--- config.mk ---
export PLATFORM = sky130hd
export DESIGN_NAME = walk_controller_flat
export DESIGN_NICKNAME = d
export VERILOG_FILES = /design/src/rtl/walk_controller_if.sv /design/src/rtl/walk_controller.sv /design/src/flat_wrapper.sv
export SDC_FILE = /design/constraint.sdc
export NUM_CORES = 1
export LEC_CHECK = 0
export CAP_MARGIN = 20
export CORE_MARGIN = 8
export CORE_UTILIZATION = 60
export DETAILED_ROUTE_END_ITERATION = 6
export DONT_BUFFER_PORTS = 1
export PLACE_DENSITY = 0.72
export SLEW_MARGIN = 25
export SYNTH_ARGS = -nofsm -noshare
export SYNTH_HDL_FRONTEND = slang
export SYNTH_SLANG_ARGS = --single-unit
--- constraint.sdc ---
create_clock -name clk -period 2.2 [get_ports clk]
set_input_delay 0.55 -clock clk [delete_from_list [all_inputs] [get_ports clk]]
set_output_delay 0.55 -clock clk [all_outputs]
set_load 0.05 [all_outputs]
--- src/rtl/walk_controller_if.sv ---
// Walk request/indication bundle between the crossing logic and the walk controller.
// Controller samples req_* each edge; all indications are registered in the controller.
interface walk_controller_if;
    logic req_x;
    logic req_y;
    logic sx;
    logic sy;
    logic clear;
    logic pend_x;
    logic pend_y;
    logic busy;

    modport master (
        output req_x, req_y,
        input  sx, sy, clear, pend_x, pend_y, busy
    );

    modport slave (
        input  req_x, req_y,
        output sx, sy, clear, pend_x, pend_y, busy
    );
endinterface

--- src/rtl/walk_controller.sv ---
// Round-robin X/Y walk-phase scheduler with timed walk and all-stop clearance; grant 1 edge after pend.
// No backpressure: requests are latched as sticky pend bits and served one phase at a time.
module walk_controller #(
    parameter int WALK_CYCLES  = 8,
    parameter int CLEAR_CYCLES = 2,
    parameter int CNT_W        = 8
) (
    input  logic               clk,
    input  logic               rst_n,
    walk_controller_if.slave   wif
);

    typedef enum logic [1:0] {
        ST_IDLE,
        ST_WALK_X,
        ST_WALK_Y,
        ST_CLEAR
    } state_e;

    typedef enum logic {
        DIR_X,
        DIR_Y
    } dir_e;

    localparam logic [CNT_W-1:0] WALK_LOAD  = CNT_W'(WALK_CYCLES - 1);
    localparam logic [CNT_W-1:0] CLEAR_LOAD = CNT_W'(CLEAR_CYCLES - 1);
    localparam logic [CNT_W-1:0] CNT_ONE    = CNT_W'(1);

    state_e           state_q, state_d;
    dir_e             last_q, last_d;
    logic [CNT_W-1:0] cnt_q, cnt_d;
    logic             sx_q, sx_d;
    logic             sy_q, sy_d;
    logic             clear_q, clear_d;
    logic             pend_x_q, pend_x_d;
    logic             pend_y_q, pend_y_d;
    logic             grant_x, grant_y;

    // Ties go to the direction not served last, giving strict alternation under contention.
    always_comb begin
        grant_x = 1'b0;
        grant_y = 1'b0;
        if (state_q == ST_IDLE) begin
            grant_x = pend_x_q && (!pend_y_q || (last_q == DIR_Y));
            grant_y = pend_y_q && (!pend_x_q || (last_q == DIR_X));
        end
    end

    always_comb begin
        state_d  = state_q;
        last_d   = last_q;
        cnt_d    = cnt_q;
        sx_d     = sx_q;
        sy_d     = sy_q;
        clear_d  = clear_q;
        pend_x_d = pend_x_q | wif.req_x;
        pend_y_d = pend_y_q | wif.req_y;

        case (state_q)
            ST_IDLE: begin
                if (grant_x) begin
                    state_d  = ST_WALK_X;
                    sx_d     = 1'b1;
                    cnt_d    = WALK_LOAD;
                    last_d   = DIR_X;
                    pend_x_d = 1'b0;
                end else if (grant_y) begin
                    state_d  = ST_WALK_Y;
                    sy_d     = 1'b1;
                    cnt_d    = WALK_LOAD;
                    last_d   = DIR_Y;
                    pend_y_d = 1'b0;
                end
            end
            ST_WALK_X, ST_WALK_Y: begin
                if (cnt_q == '0) begin
                    state_d = ST_CLEAR;
                    sx_d    = 1'b0;
                    sy_d    = 1'b0;
                    clear_d = 1'b1;
                    cnt_d   = CLEAR_LOAD;
                end else begin
                    cnt_d = cnt_q - CNT_ONE;
                end
            end
            ST_CLEAR: begin
                if (cnt_q == '0) begin
                    state_d = ST_IDLE;
                    clear_d = 1'b0;
                end else begin
                    cnt_d = cnt_q - CNT_ONE;
                end
            end
            default: begin
                state_d = ST_IDLE;
                sx_d    = 1'b0;
                sy_d    = 1'b0;
                clear_d = 1'b0;
                cnt_d   = '0;
            end
        endcase
    end

    always_ff @(posedge clk) begin
        if (!rst_n) begin
            state_q  <= ST_IDLE;
            last_q   <= DIR_Y;
            cnt_q    <= '0;
            sx_q     <= 1'b0;
            sy_q     <= 1'b0;
            clear_q  <= 1'b0;
            pend_x_q <= 1'b0;
            pend_y_q <= 1'b0;
        end else begin
            state_q  <= state_d;
            last_q   <= last_d;
            cnt_q    <= cnt_d;
            sx_q     <= sx_d;
            sy_q     <= sy_d;
            clear_q  <= clear_d;
            pend_x_q <= pend_x_d;
            pend_y_q <= pend_y_d;
        end
    end

    assign wif.sx     = sx_q;
    assign wif.sy     = sy_q;
    assign wif.clear  = clear_q;
    assign wif.pend_x = pend_x_q;
    assign wif.pend_y = pend_y_q;
    assign wif.busy   = (state_q != ST_IDLE);

endmodule

--- src/flat_wrapper.sv ---
// flat-port wrapper written by rule: the top's interface ports become plain ports
module walk_controller_flat 
#(
    parameter int WALK_CYCLES  = 8,
    parameter int CLEAR_CYCLES = 2,
    parameter int CNT_W        = 8
)
  (clk, rst_n, wif_req_x, wif_req_y, wif_sx, wif_sy, wif_clear, wif_pend_x, wif_pend_y, wif_busy);
  walk_controller_if wif_i ();
  input  logic clk;
  input  logic rst_n;
  input wire logic [$bits(wif_i.req_x)-1:0] wif_req_x;
  input wire logic [$bits(wif_i.req_y)-1:0] wif_req_y;
  output wire logic [$bits(wif_i.sx)-1:0] wif_sx;
  output wire logic [$bits(wif_i.sy)-1:0] wif_sy;
  output wire logic [$bits(wif_i.clear)-1:0] wif_clear;
  output wire logic [$bits(wif_i.pend_x)-1:0] wif_pend_x;
  output wire logic [$bits(wif_i.pend_y)-1:0] wif_pend_y;
  output wire logic [$bits(wif_i.busy)-1:0] wif_busy;
  assign wif_i.req_x = wif_req_x;
  assign wif_i.req_y = wif_req_y;
  assign wif_sx = wif_i.sx;
  assign wif_sy = wif_i.sy;
  assign wif_clear = wif_i.clear;
  assign wif_pend_x = wif_i.pend_x;
  assign wif_pend_y = wif_i.pend_y;
  assign wif_busy = wif_i.busy;
  walk_controller #(.WALK_CYCLES(WALK_CYCLES), .CLEAR_CYCLES(CLEAR_CYCLES), .CNT_W(CNT_W)) u_core (.clk(clk), .rst_n(rst_n), .wif(wif_i));
endmodule
After elaboration in Yosys (flattened, before gate mapping)
Cells that the tools add are included.
{"block": "totals", "regBits": 16, "out_inout_bits": 6, "wordCells": 67}
{"block": "op_classes", "n_addsub": 1, "eq_ne": 10, "mux": 26, "n_bitwise": 3, "reduce_logical": 19}
{"cell": "8-bit 2-to-1 mux", "n": 4}
{"cell": "8-bit case mux with 3 select lines", "n": 1}
{"cell": "1-bit 2-to-1 mux", "n": 13}
{"cell": "3-bit AND reduction", "n": 3}
{"cell": "8-bit zero test", "n": 1}
{"cell": "2-bit 2-to-1 mux", "n": 4}
{"cell": "2-bit by 1-bit != test with 1-bit output (second input constant)", "n": 4}
{"cell": "2-bit nonzero test", "n": 4}
{"cell": "8-bit by 1-bit subtractor with 8-bit output (second input constant)", "n": 1}
{"cell": "1-bit case mux with 2 select lines", "n": 3}
{"cell": "2-bit case mux with 3 select lines", "n": 1}
{"cell": "2-bit equality test (second input constant)", "n": 2}
{"cell": "2-bit != test (second input constant)", "n": 2}
{"cell": "2-bit AND reduction", "n": 2}
{"cell": "4-bit AND reduction", "n": 1}
{"cell": "3-bit by 1-bit != test with 1-bit output (second input constant)", "n": 1}
{"cell": "2-bit by 1-bit equality test with 1-bit output (second input constant)", "n": 1}
{"cell": "1-bit logical AND", "n": 2}
{"cell": "1-bit zero test", "n": 2}
{"cell": "2-bit zero test", "n": 1}
{"cell": "1-bit logical OR", "n": 2}
{"cell": "1-bit OR", "n": 2}
{"cell": "2-bit OR reduction", "n": 1}
{"cell": "1-bit inverter", "n": 1}

Logic depth before layout (Yosys ltp)
{"block": "logic_depth", "depth_word": 7, "depth_mapped": 8, "depth_no_buf": 6}

Worst setup path before layout
Ideal clock, no wire load.
{"block": "synth_path", "kind": "reg2reg", "from": "register u_core.pend_x_q, in the netlist u_core.wif.pend_x", "to": "register u_core.cnt_q[5]", "setup_time_ps": 66, "arrival_time_ps": 1822, "t_required_ps": 2134, "slack_ps": 312, "stages_incl_launch_ff": 7, "path_buffers": 2, "period_less_slack_ps": 1888, "path_cell_list": "dfxtp_1 > clkbuf_1 > or3b_1 > clkbuf_1 > o21a_1 > a221o_1 > a21oi_2"}
{"block": "synth_between", "elab_chain_cells": 6}
{"item": "from (decl)", "line": "walk_controller.sv:35", "source": "logic pend_x_q, pend_x_d;"}
{"item": "from (signal assigned)", "line": "walk_controller.sv:121", "source": "pend_x_q <= pend_x_d;"}
{"item": "1-bit zero test", "line": "walk_controller.sv:45", "source": "grant_y = pend_y_q && (!pend_x_q || (last_q == DIR_X));"}
{"item": "1-bit logical OR", "line": "walk_controller.sv:45"}
{"item": "1-bit logical AND", "line": "walk_controller.sv:45"}
{"item": "1-bit 2-to-1 mux", "line": "walk_controller.sv:43", "source": "if (state_q == ST_IDLE) begin"}
{"item": "3-bit by 1-bit != test with 1-bit output (no line)"}
{"item": "2-bit AND reduction (no line)"}
{"item": "to (signal assigned)", "line": "walk_controller.sv:117", "source": "cnt_q <= cnt_d;"}
{"item": "to (decl)", "line": "walk_controller.sv:31", "source": "logic [CNT_W-1:0] cnt_q, cnt_d;"}
Parallel ways exist; a longest one is shown, timed or not.
A chain may end at the register's enable or synchronous reset.

Final worst setup path
{"block": "layout_path", "from": "register u_core.cnt_q[1]", "to": "register u_core.cnt_q[5]"}
{"block": "layout_between", "elab_chain_cells": 3}
{"item": "8-bit by 1-bit subtractor with 8-bit output / 8-bit zero test (equally long branches)"}
{"item": "8-bit 2-to-1 mux, or another cell as far along", "line": "walk_controller.sv:87", "source": "if (cnt_q == '0) begin"}
{"item": "8-bit case mux with 3 select lines / 2-bit AND reduction (equally long branches)"}
Parallel ways exist; a longest one is shown, timed or not. The select of a mux whose other input is x is not followed.

==> reports/results.ini <==
[logic_synthesis]
synth_cells = 115
synthArstFlopShare_pct = 0
synth_warnings = 0
synthTopCellsByArea = dfxtp_1 33%, a21oi_1 5.7%, ha_1 5.2%
yosysTopAreaCell = dfxtp_1
syn-num-nets = 123
synth_seq_cells = 16
synth_ff_type = dfxtp_1
synth_area_um2 = 965
seq_area_frac_synth_pct = 33.2
syn_area_per_cell_um2 = 8.39
netlist.area_leader.share_pct = 33.2
synth_edf_count = 0
synth.distinct_cells = 44

[final_layout]
register_area_um2 = 320
multi_input_area_um2 = 561
synthToLayoutAreaGrowth_pct = 7.00
fin_nets = 131
postLayoutCellArea_um2 = 1030
fillerInstances = 129
diodes = 0
drive_gt1_share_pct = 17.4

[clock_tree]
htree_levels = 1
postCtsSetupBuffers = 0
root_buffer = clkbuf_4
path_clk_slew_ns = 0.09
ctsLongestPathBuffers = 2
ctsHoldBuffers = 0
clk_latency_ns = 0.28
cts_made_buffers = 3
cts_sinks = 16
cts_tree = built
post_cts_resized = 0

[detailed_routing]
drc = 0
viasPerCell = 6.43
avgRoutedWirePerCell_um = 14.9
first_pass_iters = 4
ant_nets = 0
drt_iter0_markers = 25
via_count = 881
wl_um = 2040

[floorplanning]
die_h_um = 56.1
core_area_um2 = 1510
io_pins = 10
start_util_pct = 64.0
rows = 14
die-area_um2 = 3150
die_width_um = 56.1

[placed_design]
pre_cts_ws_ns = 0.285
place.port_buffers = 0
gp_congestion = 0.890
placed_area_um2 = 1010
dp_hpwl_um = 1520

[timing]
max_slew_margin_pct = 54.4
final_hold_viol_count = 0
period_minus_slack_ns = 1.95
setup_ws_ns = 0.246
fin_skew_ns = 0.00476
period_share_pct = 88.8
tns_ns = 0
tightest_slew_ns = 0.678
setup_viol = 0
maxSlewViolCount = 0
rsz0062_at_grt = false
fmax_ghz = 0.512

[status]
status = finished clean

[grt]
grt_pass1_wl_um = 3440
antenna_found_initial = 0
grt_max_degree = 11
grt-ovfl-total = 0
grt_pass1_vias = 813
track_usage_pct = 12.9

[critical_path]
required_ns = 2.42
critPathKind = register to register
start_kind = register
crit_fanout = 6
critPathCaptureType = register
arrival_ns = 2.18

[min_path]
hold_path.class = input port to register

[pwr]
total_power_uw = 1840
peakVddDrop_uv = 1150
powerDensity_nw_per_um2 = 1780
cellLeakagePower_uw = 0.000407

[flow_run]
maxCapViolCount = 0

kinds of logic after synthesis:
family                   after synthesis  share of synthesized area (%)
AO/OA/AOI/OAI                         40                           28.4
flip-flops                            16                           33.2
XOR/XNOR                               3                           2.72
adder cells (fa/ha/maj)                4                           5.19
multiplexers                           1                           1.04
AND/OR/NAND/NOR                       35                           20.8
buffers and inverters                 16                           8.69
layer usage:
metal | GRT usage (%) | share of wire, % | vias to the layer above
li1 | - | - | 436
met1 | 14.8 | 46 | 405
met2 | 21.4 | 46 | 34
met3 | 5.02 | 7.0 | 6
met4 | 3.44 | 1.5 | 0
met5 | 0 | 0 | -
power by group:
group          switching [uW]  internal, uW
registers                 187           393
logic                     625           479
clock network            90.4          63.5
total                     902           936
cell type report:
class | instances | share of cell area (%)
Tap cell | 16 | 1.94
Clock buffer | 3 | 2.18
Timing Repair Buffer | 10 | 7.27
Inverter | 9 | 3.27
Multi-Input combinational cell | 83 | 54.3
Sequential cell | 16 | 31.0
flip-flops by register name, summed over array words and instances, names as in the netlist:
signal / flops
u_core.state_q: 2
u_core.wif.clear: 1
u_core.cnt_q: 8
u_core.wif.pend_y: 1
u_core.wif.sy: 1
u_core.last_q: 1
u_core.wif.sx: 1
u_core.wif.pend_x: 1
critical path: stages (launching register included):
cell and delay [ns]:
dfxtp_1 0.36, inv_1 0.07, ha_1 0.16, buf_4 0.13, nor4bb_1 0.50, a21oi_1 0.28, a31o_2 0.31, a21oi_2 0.10
per-stage QoR:
stage	cells	hold slack, ns	util, %
2_1_floorplan	115	0.462	-
3_3_place_gp	134	0.491	67.0
3_5_place_dp	134	0.492	67.0
4_1_cts	137	0.350	68.5
5_1_grt	137	0.334	68.5
6_report	137	0.347	68.5
synth_stat cells, drive strengths merged (3+ instances only):
cell    instances
o21a            3
dfxtp          16
or3b            3
nor2           12
clkbuf          3
buf             3
ha              4
o21ai           6
a211oi          3
xnor2           3
inv             9
nand2           3
a21oi          12
placed cells by master, fill, tap and decap left out, types with 2 or more instances in the layout:
cell,instances
a211oi_1,3
a21oi_1,11
a311oi_1,2
a31oi_1,2
buf_4,10
clkbuf_4,3
dfxtp_1,16
ha_1,4
inv_1,9
nand2_1,3
nand2b_1,2
nand4_1,2
nand4b_1,2
nor2_1,12
nor3_1,2
o21a_1,3
o21ai_0,5
o31a_2,2
o41ai_1,2
or3_2,2
or3b_1,2
xnor2_1,3
worst paths after layout:
kind,startpoint,cells past startpoint,end,slack [ns]
min reg2reg,u_core.cnt_q[7],2,u_core.cnt_q[7],0.51
max,u_core.cnt_q[1],7,u_core.cnt_q[5],0.25
min,rst_n,1,u_core.last_q,0.35
max reg2reg,u_core.cnt_q[1],7,u_core.cnt_q[5],0.25
Power figures use the tool's default switching activity.
